===== src/rtl/loader_pkg.sv =====
// rtl/loader_pkg.sv - shared widths, FSM encodings and lane helper for the ROM loader
package loader_pkg;
  localparam int SDRAM_ADDR_WIDTH = 23;
  localparam int SDRAM_DATA_WIDTH = 32;

  localparam logic [1:0] ST_IDLE = 2'd0;
  localparam logic [1:0] ST_REQ  = 2'd1;
  localparam logic [1:0] ST_GAP  = 2'd2;

  function automatic logic [SDRAM_DATA_WIDTH-1:0] lane_insert(
    input logic [SDRAM_DATA_WIDTH-1:0] word,
    input logic [1:0]                  lane,
    input logic [7:0]                  data
  );
    logic [SDRAM_DATA_WIDTH-1:0] res;
    res = word;
    res[{lane, 3'b000} +: 8] = data;
    return res;
  endfunction
endpackage


===== src/rtl/ioctl_sdram_loader_if.sv =====
// rtl/ioctl_sdram_loader_if.sv - ioctl download port plus SDRAM write request bus
interface ioctl_sdram_loader_if;
  import loader_pkg::*;

  logic                        ioctl_download;
  logic                        ioctl_wr;
  logic [24:0]                 ioctl_addr;
  logic [7:0]                  ioctl_data;
  logic                        ioctl_wait;
  logic [SDRAM_ADDR_WIDTH-1:0] sdram_addr;
  logic [SDRAM_DATA_WIDTH-1:0] sdram_data;
  logic                        sdram_we;
  logic                        sdram_req;
  logic                        sdram_ack;

  modport master (
    input  ioctl_download, ioctl_wr, ioctl_addr, ioctl_data, sdram_ack,
    output ioctl_wait, sdram_addr, sdram_data, sdram_we, sdram_req
  );

  modport slave (
    output ioctl_download, ioctl_wr, ioctl_addr, ioctl_data, sdram_ack,
    input  ioctl_wait, sdram_addr, sdram_data, sdram_we, sdram_req
  );
endinterface


===== src/rtl/ioctl_sdram_loader.sv =====
// rtl/ioctl_sdram_loader.sv - packs hps_io download bytes into 32-bit SDRAM writes
module ioctl_sdram_loader
  import loader_pkg::*;
#(
  parameter logic [SDRAM_ADDR_WIDTH-1:0] BASE_ADDR = 23'd0
) (
  input  logic                 clk,
  input  logic                 reset_n,
  ioctl_sdram_loader_if.master bus,
  output logic                 busy,
  output logic                 done,
  output logic                 overflow
);
  logic [SDRAM_DATA_WIDTH-1:0] asm_data, asm_data_n, merged, fresh, load_data, pend_data;
  logic [SDRAM_ADDR_WIDTH-1:0] pend_addr;
  logic [21:0] asm_tag, asm_tag_n, tag_in, load_tag;
  logic [3:0]  asm_mask, asm_mask_n, lane_bit;
  logic [1:0]  lane, state;
  logic pend_full, pend_full_n, load_pend, ack_take, ovf_set;
  logic byte_acc, asm_done, tag_miss, need_move;
  logic req_q, wait_q, done_q, ovf_q, wrote_any, dl_q;
  logic unused_addr_msb;

  assign unused_addr_msb = bus.ioctl_addr[24];

  assign byte_acc    = bus.ioctl_wr & bus.ioctl_download;
  assign tag_in      = bus.ioctl_addr[23:2];
  assign lane        = bus.ioctl_addr[1:0];
  assign lane_bit    = 4'b0001 << lane;
  assign merged      = lane_insert(asm_data, lane, bus.ioctl_data);
  assign fresh       = lane_insert({SDRAM_DATA_WIDTH{1'b0}}, lane, bus.ioctl_data);
  // A partial word is finished by lane 3, by the download ending, or by a byte for another word.
  assign asm_done    = (|asm_mask) & (asm_mask[3] | ~bus.ioctl_download);
  assign tag_miss    = byte_acc & (|asm_mask) & (tag_in != asm_tag);
  assign need_move   = asm_done | tag_miss;
  assign ack_take    = (state == ST_REQ) & bus.sdram_ack;
  assign pend_full_n = load_pend | (pend_full & ~ack_take);

  always_comb begin
    load_pend  = 1'b0;
    load_data  = asm_data;
    load_tag   = asm_tag;
    asm_data_n = asm_data;
    asm_mask_n = asm_mask;
    asm_tag_n  = asm_tag;
    ovf_set    = 1'b0;
    if (need_move) begin
      if (!pend_full) begin
        load_pend  = 1'b1;
        asm_data_n = byte_acc ? fresh : {SDRAM_DATA_WIDTH{1'b0}};
        asm_mask_n = byte_acc ? lane_bit : 4'b0000;
        asm_tag_n  = tag_in;
      end else begin
        ovf_set = byte_acc;
      end
    end else if (byte_acc) begin
      // Lane 3 with an empty slot bypasses assembly so the request goes out one cycle sooner.
      if (lane_bit[3] && !pend_full) begin
        load_pend  = 1'b1;
        load_data  = merged;
        load_tag   = tag_in;
        asm_data_n = {SDRAM_DATA_WIDTH{1'b0}};
        asm_mask_n = 4'b0000;
      end else begin
        asm_data_n = merged;
        asm_mask_n = asm_mask | lane_bit;
      end
      asm_tag_n = tag_in;
    end
  end

  always_ff @(posedge clk or negedge reset_n) begin
    if (!reset_n) begin
      asm_data  <= '0;
      asm_mask  <= '0;
      asm_tag   <= '0;
      pend_full <= 1'b0;
      pend_addr <= '0;
      pend_data <= '0;
      state     <= ST_IDLE;
      req_q     <= 1'b0;
      wait_q    <= 1'b0;
      done_q    <= 1'b0;
      ovf_q     <= 1'b0;
      wrote_any <= 1'b0;
      dl_q      <= 1'b0;
    end else begin
      asm_data  <= asm_data_n;
      asm_mask  <= asm_mask_n;
      asm_tag   <= asm_tag_n;
      pend_full <= pend_full_n;
      wait_q    <= pend_full_n;
      dl_q      <= bus.ioctl_download;
      if (load_pend) begin
        pend_addr <= {load_tag, 1'b0} + BASE_ADDR;
        pend_data <= load_data;
      end
      if (ovf_set) ovf_q <= 1'b1;
      if (bus.ioctl_download && !dl_q) wrote_any <= 1'b0;
      else if (ack_take)               wrote_any <= 1'b1;
      done_q <= (state == ST_GAP) & ~bus.ioctl_download & ~(|asm_mask) & ~pend_full & wrote_any;
      case (state)
        ST_IDLE: if (pend_full) begin
          state <= ST_REQ;
          req_q <= 1'b1;
        end
        ST_REQ: if (bus.sdram_ack) begin
          state <= ST_GAP;
          req_q <= 1'b0;
        end
        // A word loaded during the gap is requested straight away, keeping req low one cycle.
        ST_GAP: if (load_pend) begin
          state <= ST_REQ;
          req_q <= 1'b1;
        end else begin
          state <= ST_IDLE;
        end
        default: begin
          state <= ST_IDLE;
          req_q <= 1'b0;
        end
      endcase
    end
  end

  assign bus.ioctl_wait = wait_q;
  assign bus.sdram_addr = pend_addr;
  assign bus.sdram_data = pend_data;
  assign bus.sdram_req  = req_q;
  assign bus.sdram_we   = req_q;
  assign busy           = bus.ioctl_download | pend_full | (|asm_mask) | (state != ST_IDLE);
  assign done           = done_q;
  assign overflow       = ovf_q;
endmodule

===== src/flat_wrapper.sv =====
// flat-port wrapper written by rule: the top's interface ports become plain ports
module ioctl_sdram_loader_flat import loader_pkg::*;
#(
  parameter logic [SDRAM_ADDR_WIDTH-1:0] BASE_ADDR = 23'd0
)
  (clk, reset_n, busy, done, overflow, bus_ioctl_download, bus_ioctl_wr, bus_ioctl_addr, bus_ioctl_data, bus_sdram_ack, bus_ioctl_wait, bus_sdram_addr, bus_sdram_data, bus_sdram_we, bus_sdram_req);
  ioctl_sdram_loader_if bus_i ();
  input  logic clk;
  input  logic reset_n;
  output logic busy;
  output logic done;
  output logic overflow;
  input wire logic [$bits(bus_i.ioctl_download)-1:0] bus_ioctl_download;
  input wire logic [$bits(bus_i.ioctl_wr)-1:0] bus_ioctl_wr;
  input wire logic [$bits(bus_i.ioctl_addr)-1:0] bus_ioctl_addr;
  input wire logic [$bits(bus_i.ioctl_data)-1:0] bus_ioctl_data;
  input wire logic [$bits(bus_i.sdram_ack)-1:0] bus_sdram_ack;
  output wire logic [$bits(bus_i.ioctl_wait)-1:0] bus_ioctl_wait;
  output wire logic [$bits(bus_i.sdram_addr)-1:0] bus_sdram_addr;
  output wire logic [$bits(bus_i.sdram_data)-1:0] bus_sdram_data;
  output wire logic [$bits(bus_i.sdram_we)-1:0] bus_sdram_we;
  output wire logic [$bits(bus_i.sdram_req)-1:0] bus_sdram_req;
  assign bus_i.ioctl_download = bus_ioctl_download;
  assign bus_i.ioctl_wr = bus_ioctl_wr;
  assign bus_i.ioctl_addr = bus_ioctl_addr;
  assign bus_i.ioctl_data = bus_ioctl_data;
  assign bus_i.sdram_ack = bus_sdram_ack;
  assign bus_ioctl_wait = bus_i.ioctl_wait;
  assign bus_sdram_addr = bus_i.sdram_addr;
  assign bus_sdram_data = bus_i.sdram_data;
  assign bus_sdram_we = bus_i.sdram_we;
  assign bus_sdram_req = bus_i.sdram_req;
  ioctl_sdram_loader #(.BASE_ADDR(BASE_ADDR)) u_core (.clk(clk), .reset_n(reset_n), .bus(bus_i), .busy(busy), .done(done), .overflow(overflow));
endmodule

===== config.mk =====
export PLATFORM = sky130hd
export DESIGN_NAME = ioctl_sdram_loader_flat
export DESIGN_NICKNAME = d
export VERILOG_FILES = /design/src/rtl/loader_pkg.sv /design/src/rtl/ioctl_sdram_loader_if.sv /design/src/rtl/ioctl_sdram_loader.sv /design/src/flat_wrapper.sv
export SDC_FILE = /design/constraint.sdc
export NUM_CORES = 1
export LEC_CHECK = 0
export CORE_ASPECT_RATIO = 1.5
export CORE_MARGIN = 2
export CORE_UTILIZATION = 40
export DETAILED_ROUTE_END_ITERATION = 8
export GPL_ROUTABILITY_DRIVEN = 1
export SLEW_MARGIN = 20
export SYNTH_ARGS = -nofsm -noshare
export SYNTH_HDL_FRONTEND = slang
export SYNTH_SLANG_ARGS = --single-unit

===== constraint.sdc =====
create_clock -name clk -period 2.4 [get_ports clk]
set_clock_uncertainty 0.15 [all_clocks]
set_input_delay 0.48 -clock clk [delete_from_list [all_inputs] [get_ports clk]]
set_output_delay 0.48 -clock clk [all_outputs]
set_load 0.005 [all_outputs]

---- After elaboration in Yosys (flattened, before gate mapping) ----
Cells that the tools add are included.
word-level totals
  register bits ........................... 120
  input port bits ......................... 38
  output and inout port bits .............. 61
  word-level logic and storage cells ...... 93
cells by class
  $add $sub $neg .......................... 1
  eq/ne operators ......................... 7
  shift-type cells ........................ 3
  mux-type cells .......................... 36
  bitwise operators ....................... 22
  reductions and logical operators ........ 12
operators with widths
  kind                                                  number
  two-way mux 32 bit                                    8
  two-way mux 22 bit                                    6
  bitwise AND 32 bit                                    1
  bitwise mux 32 bit                                    1
  variable shift 8 x 7 -> 32 bit, first input constant  1
  variable part select 8 x 7 -> 32 bit                  1
  != test 22 bit                                        1
  two-way mux 4 bit                                     5
  two-way mux 1 bit                                     12
  bitwise AND 1 bit                                     10
  negator 5 -> 7 bit                                    1
  OR 1 bit                                              6
  one-hot mux 2 bit (3 select lines)                    1
  nonzero test 2 bit                                    3
  two-way mux 2 bit                                     2
  != test 2 x 1 -> 1 bit, second input constant         2
  != test 2 bit, second input constant                  2
  NOT 1 bit                                             4
  OR 4 bit                                              1
  AND reduction 2 bit                                   2
  OR reduction 4 bit                                    1
  left shift 1 x 2 -> 4 bit, first input constant       1
  one-hot mux 1 bit (3 select lines)                    1
  AND reduction 3 bit                                   1
  5 further kinds                                       7

---- Logic depth before layout (Yosys ltp) ----
Gate-level depths: netlist of the first run.
  depth after elaboration ................. 7
  gate-level depth with buffers ........... 9
  gate-level depth less buffers ........... 8

---- Worst setup path after synthesis of the first run ----
No wires, ideal clock.
  path type ............................... input-to-reg
  from .................................... input bus_ioctl_addr[0]
  to ...................................... register u_core.asm_data[0]
  library setup time ...................... 0.073 ns
  arrival ................................. 2.296 ns
  required time ........................... 2.177 ns
  slack ................................... -0.119 ns
  stages .................................. 8
  path buffers ............................ 1
  cell sequence ........................... inv_1 ha_1 nor4bb_1 clkbuf_1 inv_1 a211oi_1 a21oi_1 nor2_1
between the ends
  cells in the longest elaborated chain, start to end .. 6
  elaborated cells on any way between the ends .. 12
  those cells by class .................... add/sub: 1; shift: 3; mux: 6; bitwise: 1; reduce/logical: 1
RTL lines
  item                                                                                           line                                                text
  start, declared                                                                                flat_wrapper.sv:15                                  input wire logic [$bits(bus_i.ioctl_addr)-1:0] bus_ioctl_addr;
  negator 5 -> 7 bit                                                                             loader_pkg.sv:17                                    res[{lane, 3'b000} +: 8] = data;
  variable part select 8 x 7 -> 32 bit / variable shift 8 x 7 -> 32 bit (equally long branches)  loader_pkg.sv:17
  bitwise mux 32 bit / bitwise AND 32 bit (equally long branches)                                --
  two-way mux 32 bit, on equally long branches                                                   ioctl_sdram_loader.sv:58, ioctl_sdram_loader.sv:50
  two-way mux 32 bit, on equally long branches                                                   ioctl_sdram_loader.sv:56, ioctl_sdram_loader.sv:48
  two-way mux 32 bit *                                                                           ioctl_sdram_loader.sv:47                            if (need_move) begin
  end signal, assigned                                                                           ioctl_sdram_loader.sv:88                            asm_data <= asm_data_n;
  end, declared                                                                                  ioctl_sdram_loader.sv:14                            logic [SDRAM_DATA_WIDTH-1:0] asm_data, asm_data_n, merged, fresh, load_data, pend_data;
Every way passes the cells marked *; elsewhere a longest branch is shown, timed or not. The select of a mux whose other input is x is not followed.
A chain may end at the register's enable or synchronous reset.

---- Worst setup path in the final report of the first run ----
  from .................................... register u_core.asm_mask[1]
  to ...................................... register u_core.asm_data[14]
between the ends
  cells in the longest elaborated chain, start to end .. 6
  elaborated cells on any way between the ends .. 9
  those cells by class .................... eq/ne: 1; mux: 1; bitwise: 4; reduce/logical: 3
RTL lines
  item                                                                  line                                                text
  start, declared                                                       ioctl_sdram_loader.sv:17                            logic [3:0] asm_mask, asm_mask_n, lane_bit;
  start signal, assigned                                                ioctl_sdram_loader.sv:89                            asm_mask <= asm_mask_n;
  OR reduction 4 bit *                                                  ioctl_sdram_loader.sv:33, ioctl_sdram_loader.sv:34
  bitwise AND 1 bit (2 in a row)                                        ioctl_sdram_loader.sv:34                            assign tag_miss = byte_acc & (|asm_mask) & (tag_in != asm_tag);
  OR 1 bit *                                                            ioctl_sdram_loader.sv:35                            assign need_move = asm_done | tag_miss;
  != test 2 bit (no line) / nonzero test 2 bit (equally long branches)  --
  AND reduction 2 bit (no line)                                         --
Every way passes the cells marked *; elsewhere a longest branch is shown, timed or not.

==> qor.csv, run 1 <==
stage,metric,value,unit
synth,post-synthesis net count,851,
final_layout,fraction of layout cells with a size suffix above 1,0.387,
cts,clock buffer depth,2,
critical_path,reg2reg path depth,9,
placed_design,dpl cells,1204,
status,run status,"complete, but fails checks",
status,failing checks,negative setup slack,
timing,slew margin rel.,0.604,
power,sequential power share,0.232,
timing,Final Cycle Share,1.05,
routing,DR DRC count,0,
final_layout,fillers,1327,
synth,Netlist cell types,53,
cts,Root Driver,clkbuf_16,
final_layout,"most common cell after layout, fill and taps aside",buf_4,
synth,part of the Yosys area used for sequential elements,0.429,
power,clock network power share,0.171,
final_layout,P&R area growth vs syn,69.1,%
routing,DRT Pass-1 Iters,6,
critical_path,critical path buffer and inverter count,4,
routing,drt first-iter violations,600,
synth,Synth async-reset ratio,1.00,
critical_path,Worst Setup End Kind,flip-flop,
power,post-layout power,15.9,mW
hold_path,Hold/Removal Path Class,input pin to flip-flop,
cts,total CTS buffers,17,
floorplan,core area,17300,um^2
synth,Synth Flop Type,dfrtp_1,
critical_path,worst path required time,2.56,ns
synth,#FFs+latches synth,120,
routing,Detailed Route WL,27500,um
placed_design,GPL Wtd Cong,0.869,
cts,H-tree depth,4,
floorplan,Initial Util,0.405,
synth,Post-synth EDFFs,0,
timing,Max Transition Viols Final,0,
critical_path,Critical Path AT,2.69,ns
global_route,GRT Residual Overflow,0,
power,internal power,9.83,mW
power,Comb pwr share,0.597,
global_route,initial antenna violation count,0,
synth,Syn Inst Count,806,
cts,TritonCTS clock tree,built,
timing,Fmax achieved,396,MHz
run,Max Cap Viol,0,
critical_path,Crit Path Max Fanout,7,
routing,routed vias/inst,5.91,
floorplan,DIE HEIGHT,166,um
floorplan,DIE AREA,18600,um^2
power,P_leak,5.19,nW
global_route,largest net degree at the start of global routing,57,
critical_path,most frequent cell on the critical path,buf_6,
power,Pwr Density,1340,nW/um^2
hold_path,WHS Path Cells,2,
cts,clock-pin slew on the worst setup and hold paths,0.06,ns
floorplan,number of I/O pins,99,
timing,Final WS setup,-0.127,ns
timing,final setup vio count,94,
timing,unrepaired setup endpoints after global routing,true,
global_route,total track usage,0.246,
routing,DRT antenna net count,0,
global_route,vias in the first global route,7056,
synth,synthesized area per cell,8.69,um^2
floorplan,Die Wd,112,um
timing,WHS,0.263,ns
cts,Skew-Pair Late Insertion Delay,0.43,ns
critical_path,critical path launch point type,flip-flop,
critical_path,CP max-delay cell,or4_4,
timing,final hold viol count,0,
timing,minimum clock period after layout,2.53,ns
global_route,first-pass GRT wire length,36500,um
critical_path,"CP delay by family, top",simple AND/OR/NAND/NOR gates,
final_layout,final cell count without fillers,1298,
placed_design,"Cell Area, Placed",9310,um^2
final_layout,design area,11800,um^2
cts,CTS sink count,120,
routing,via count,7667,
critical_path,"slowest stage delay, CP",0.56,ns
power,Sw Pwr,6.05,mW
power,Peak VDD IR,0.821,mV
final_layout,fin nets,1118,
timing,Worst Max-Slew Pin Slew,0.592,ns
power,switching share of power,0.381,
critical_path,critical path depth,9,
final_layout,antenna cells,0,
critical_path,CP Cell Sequence,or4_4 -> buf_6 -> a211o_4 -> o31ai_4 -> buf_6 -> buf_12 -> buf_16 -> mux2i_1 -> nor2_1,
placed_design,DPL Wire Length,14800,um
final_layout,"commonest non-fill, non-tap cells in the layout","buf_4 (155), dfrtp_1 (119), nand2_1 (83), clkdlybuf4s50_1 (71), nor2_1 (59)",
critical_path,critical path class,flip-flop to flip-flop,
synth,Ys Warns,0,
synth,Mapped Area,7000,um^2
routing,routed wire length per instance,21.2,um
floorplan,# rows,59,
placed_design,I/O Buffers,96,
-- routing by layer --
| metal | share of wire | wire (um) | global-route usage | vias up |
|---|---|---|---|---|
| met2 | 0.53 | 14500 | 0.446 | 348 |
| li1 | - | - | - | 3431 |
| met4 | 0.048 | 1320 | 0.108 | 0 |
| met1 | 0.36 | 9830 | 0.281 | 3785 |
| met3 | 0.066 | 1800 | 0.0456 | 103 |
| met5 | 0 | 0 | 0 | - |
-- cells by family (layout without fill, tap and decap cells) --
kind of cell / Yosys count / count (layout) / share of synthesized area
compound gates: 248 / 249 / 0.222
flops: 120 / 120 / 0.429
xor+xnor: 22 / 22 / 0.0275
mux: 54 / 54 / 0.0822
fa+ha+maj: 7 / 7 / 0.0125
other cells: 1 / 1 / 0.000535
buf+inv: 94 / 372 / 0.0584
simple gates: 260 / 260 / 0.168
-- flip-flops by register name, indices dropped and copies added, names as in the netlist, named ones only --
register and count:
u_core.dl_q 1, u_core.overflow 1, u_core.asm_tag 22, u_core.state 2, u_core.bus.sdram_req 1, u_core.wrote_any 1, u_core.asm_mask 3, u_core.pend_full 1
u_core.bus.sdram_addr 22, u_core.bus.sdram_data 32, u_core.asm_data 32, u_core.done 1
-- final timing paths --
kind / startpoint / to / slack, ns
min: bus_ioctl_addr[8] / u_core.asm_tag[6] / 0.26
max reg2reg: u_core.asm_mask[1] / u_core.asm_data[14] / -0.13
min in group asynchronous: reset_n / u_core.bus.sdram_addr[1] / 0.33
max in group asynchronous: reset_n / u_core.bus.sdram_data[20] / 1.16
min reg2reg: u_core.overflow / u_core.overflow / 0.31
max: u_core.asm_mask[1] / u_core.asm_data[14] / -0.13
-- cells in the mapped netlist (all sizes together) (4+ instances only) --
cell | count | share of area
dfrtp | 120 | 0.43
nor2 | 103 | 0.056
a21oi | 88 | 0.063
nand2 | 83 | 0.044
o21ai | 68 | 0.049
a221oi | 53 | 0.066
clkbuf | 38 | 0.020
inv | 31 | 0.017
mux2 | 28 | 0.045
mux2i | 26 | 0.037
buf | 25 | 0.021
xor2 | 22 | 0.028
a31oi | 19 | 0.017
and3 | 15 | 0.013
nand3 | 13 | 0.0093
nor4 | 10 | 0.011
and2 | 9 | 0.0080
nor3 | 8 | 0.0064
ha | 7 | 0.013
nor2b | 7 | 0.0063
a211oi | 4 | 0.0043
-- metrics by stage --
stage / setup slack [ns] / TNS (ns) / util
floorplan: 0.00905 / 0 / -
CTS: -0.137 / -5.46 / 0.597
global route: -0.229 / -15.97 / 0.686
global placement: -0.694 / -73.53 / 0.539
finish: -0.127 / -5.72 / 0.686
detailed placement: -0.750 / -77.28 / 0.539
-- power groups by stage --
stage                     registers [mW]  logic [mW]  clock network [mW]
after floorplan                     3.46        3.30                   0
after global placement              3.47        6.05                   0
after detailed placement            3.49        6.11                   0
after CTS                           3.48        6.90                2.74
after global routing                3.78        10.0                2.83
final                               3.69        9.48                2.71
-- final cells by class --
| type | count | area [um^2] | share of cell area |
|---|---|---|---|
| Clock buffer | 24 | 502 | 0.0424 |
| Clock inverter | 7 | 115 | 0.00972 |
| Inverter | 31 | 116 | 0.00983 |
| Multi-Input combinational cell | 593 | 4560 | 0.385 |
| Sequential cell | 120 | 3000 | 0.254 |
| Tap cell | 213 | 267 | 0.0225 |
| Timing Repair Buffer | 310 | 3270 | 0.276 |
-- timing repair --
action / in CTS / in global routing
pin swaps: 10 / 53
endpoints found under the hold margin: 17 / 0
gates resized for setup: 46 / 230
endpoints found under the setup margin: 117 / 114
buffers inserted: 10 / 27
gates cloned: 4 / 23
hold buffers: 1 / 0
No activity file was read; power rests on OpenSTA's default activity.
==> run 2, diff against run 1 <==
--- a/config.mk
+++ b/config.mk
@@ -7,10 +7,13 @@
 export LEC_CHECK = 0
 export CORE_ASPECT_RATIO = 1.5
 export CORE_MARGIN = 2
-export CORE_UTILIZATION = 40
+export CORE_UTILIZATION = 50
+export CTS_CLUSTER_SIZE = 12
 export DETAILED_ROUTE_END_ITERATION = 8
 export GPL_ROUTABILITY_DRIVEN = 1
+export PLACE_DENSITY = 0.77
 export SLEW_MARGIN = 20
 export SYNTH_ARGS = -nofsm -noshare
 export SYNTH_HDL_FRONTEND = slang
 export SYNTH_SLANG_ARGS = --single-unit
+export TNS_END_PERCENT = 20
==> run 2 against run 1 <==
  * The flow still finishes with violations (negative setup slack)
  * Register-to-register slack got worse by 0.18 ns
  * Final cell count decreased by 5.9%
  * Sequential power about the same
  * First-iteration DRC count increased by 72%
  * Routed wire length increased by 6.7%
  * Maximum frequency decreased by 6.6%
  * Utilization increased by 11 points
  * Design area decreased by 7.4%
  * Global-route usage increased by 9.0 points
  * Clock power increased by 4%
  * Worst hold slack improved by 0.040 ns
  * Die area decreased by 19%
==> qor.csv, run 2 (same netlist as run 1, synthesis figures left out) <==
stage,metric,value,unit,change
status,run status,"complete, but fails checks",,
status,failing checks,negative setup slack,,
routing,DRT antenna net count,0,,unchanged
global_route,initial antenna violation count,0,,unchanged
floorplan,# rows,53,,-10%
run,Max Cap Viol,0,,unchanged
global_route,first-pass GRT wire length,39000,um,+7.0%
timing,Final WS setup,-0.307,ns,-0.180 ns
critical_path,reg2reg path depth,10,,+1
critical_path,worst reg2reg endpoint,u_core.bus.sdram_addr[14],,
timing,WHS,0.303,ns,+0.0399 ns
timing,setup TNS,-12.54,ns,-6.82 ns
final_layout,"most common cell after layout, fill and taps aside",buf_4,,
routing,routed wire length per instance,24.0,um,+13%
timing,unrepaired setup endpoints after global routing,true,,
critical_path,Worst Setup End Kind,flip-flop,,
global_route,vias in the first global route,7596,,+7.7%
cts,total CTS buffers,17,,unchanged
floorplan,core area,13900,um^2,-20%
timing,final hold viol count,0,,unchanged
critical_path,CP max-delay cell,dfrtp_1,,
hold_path,Hold/Removal Path Class,input pin to flip-flop,,
final_layout,P&R area growth vs syn,56.6,%,
critical_path,critical path class,flip-flop to flip-flop,,
global_route,GRT Residual Overflow,0,,unchanged
critical_path,Critical Path AT,2.86,ns,+0.17 ns
critical_path,CP Cell Sequence,xor2_2 -> buf_4 -> nor4_4 -> nand4_1 -> buf_4 -> nor3_4 -> buf_6 -> buf_6 -> a221oi_2 -> a21oi_1,,
global_route,largest net degree at the start of global routing,40,,-30%
timing,Worst Max-Slew Pin Slew,0.611,ns,+0.0191 ns
critical_path,critical path launch point type,flip-flop,,
final_layout,antenna cells,0,,unchanged
floorplan,Die Wd,101,um,-10%
cts,TritonCTS clock tree,built,,
global_route,total track usage,0.336,,+0.0896
floorplan,number of I/O pins,99,,unchanged
final_layout,fin nets,1088,,-2.7%
floorplan,DIE AREA,15000,um^2,-19%
timing,Fmax achieved,369,MHz,-6.6%
placed_design,DPL Wire Length,14500,um,-2.0%
cts,Skew-Pair Late Insertion Delay,0.43,ns,about the same
placed_design,"Cell Area, Placed",9160,um^2,-1.7%
final_layout,design area,11000,um^2,-7.4%
cts,H-tree depth,4,,unchanged
power,Peak VDD IR,0.652,mV,-21%
power,post-layout power,14.6,mW,-7.8%
critical_path,"slowest stage delay, CP",0.45,ns,-0.11 ns
timing,slew margin rel.,0.591,,-0.0128
critical_path,worst path required time,2.55,ns,about the same
floorplan,DIE HEIGHT,149,um,-10%
final_layout,"commonest non-fill, non-tap cells in the layout","buf_4 (142), dfrtp_1 (116), nor2_1 (101), nand2_1 (82)",,
cts,Root Driver,clkbuf_16,,
routing,DRT Pass-1 Iters,8,,+2
timing,final setup vio count,111,,+18%
routing,via count,8109,,+5.8%
cts,CTS sink count,120,,unchanged
critical_path,flop2flop setup slack,-0.31,ns,-0.18 ns
placed_design,I/O Buffers,96,,unchanged
routing,routed vias/inst,6.64,,+12%
final_layout,fraction of layout cells with a size suffix above 1,0.319,,-0.0680
timing,minimum clock period after layout,2.71,ns,+0.180 ns
power,Pwr Density,1340,nW/um^2,-0.44%
critical_path,Crit Path Max Fanout,8,,+1
critical_path,crit path from,u_core.asm_tag[19],,
critical_path,critical path endpoint,u_core.bus.sdram_addr[14],,
timing,Max Transition Viols Final,0,,unchanged
routing,drt first-iter violations,1030,,+72%
routing,Detailed Route WL,29300,um,+6.7%
cts,clock buffer depth,2,,unchanged
final_layout,fillers,747,,-44%
routing,DR DRC count,0,,unchanged
final_layout,Util after Layout,0.791,,+0.106
critical_path,worst r2r src,u_core.asm_tag[19],,
power,P_leak,4.85,nW,-6.5%
cts,clock-pin slew on the worst setup and hold paths,0.07,ns,about the same
placed_design,GPL Wtd Cong,0.894,,+2.8%
floorplan,Initial Util,0.505,,+0.0999
timing,Final Cycle Share,1.13,,+0.0749
## run 2: cell types whose count changed in the layout (fill, tap and decap cells not counted), moves of 7 or more
cell / before / now
clkbuf_16: 32 / 21
a21oi_2: 34 / 17
a21oi_1: 51 / 70
nor2_4: 34 / 1
buf_4: 155 / 142
nor2_2: 10 / 1
o21ai_0: 53 / 62
o21ai_1: 13 / 6
buf_12: 20 / 13
nor2_1: 59 / 101
## run 2: cell type report
| cell class | instances | area (um^2) | share of cell area |
|---|---|---|---|
| Inverter | 31 | 116 | 0.0106 |
| Sequential cell | 120 | 3010 | 0.274 |
| Multi-Input combinational cell | 593 | 4250 | 0.387 |
| Clock buffer | 18 | 439 | 0.0401 |
| Tap cell | 165 | 206 | 0.0188 |
| Timing Repair Buffer | 280 | 2750 | 0.251 |
| Clock inverter | 14 | 198 | 0.0180 |
## run 2: metrics by stage
stage / instances / worst slack (ns)
2_1_floorplan: 806 / -0.108
3_3_place_gp: 1152 / -0.691
3_5_place_dp: 1152 / -0.704
4_1_cts: 1204 / -0.114
5_1_grt: 1221 / -0.384
6_report: 1221 / -0.307
## run 2: how the worst min path moves through the flow
stage / from / end / slack, ns / cells after the start
finish: bus_ioctl_download / u_core.dl_q / 0.30 / 2
global route: bus_ioctl_download / u_core.dl_q / 0.30 / 2
CTS: u_core.overflow / u_core.overflow / 0.32 / 1
detailed placement: reset_n / u_core.bus.sdram_data[25] / 0.27 / 1
global placement: reset_n / u_core.asm_tag[14] / 0.26 / 1
floorplan: reset_n / async pin / 0.03 / 0
## run 2: repair_timing
action                     CTS  global route
gates cloned                 7             4
setup endpoints to repair  116           114
pin swaps                   28            58
hold buffers                 1             0
hold endpoints to repair    20             0
gates resized for setup     73           106
buffers inserted            13            13
## run 2: where the power goes
group / internal (mW) / switching [mW]
Sequential: 2.88 / 0.798
Combinational: 4.18 / 3.98
Clock: 1.77 / 1.04
## run 2: worst max-delay path, delay by kind of cell, from the launching register on
family | cells | cell delay (ns)
flip-flops | 1 | 0.45
buffers and inverters | 4 | 0.67
AO/OA/AOI/OAI | 2 | 0.39
AND/OR/NAND/NOR | 3 | 0.69
XOR/XNOR | 1 | 0.22
## run 2: per-layer routing
metal | global-route usage | share of wire
met5 | 0 | 0
met4 | 0.207 | 0.070
met3 | 0.0679 | 0.089
met2 | 0.577 | 0.51
met1 | 0.376 | 0.33
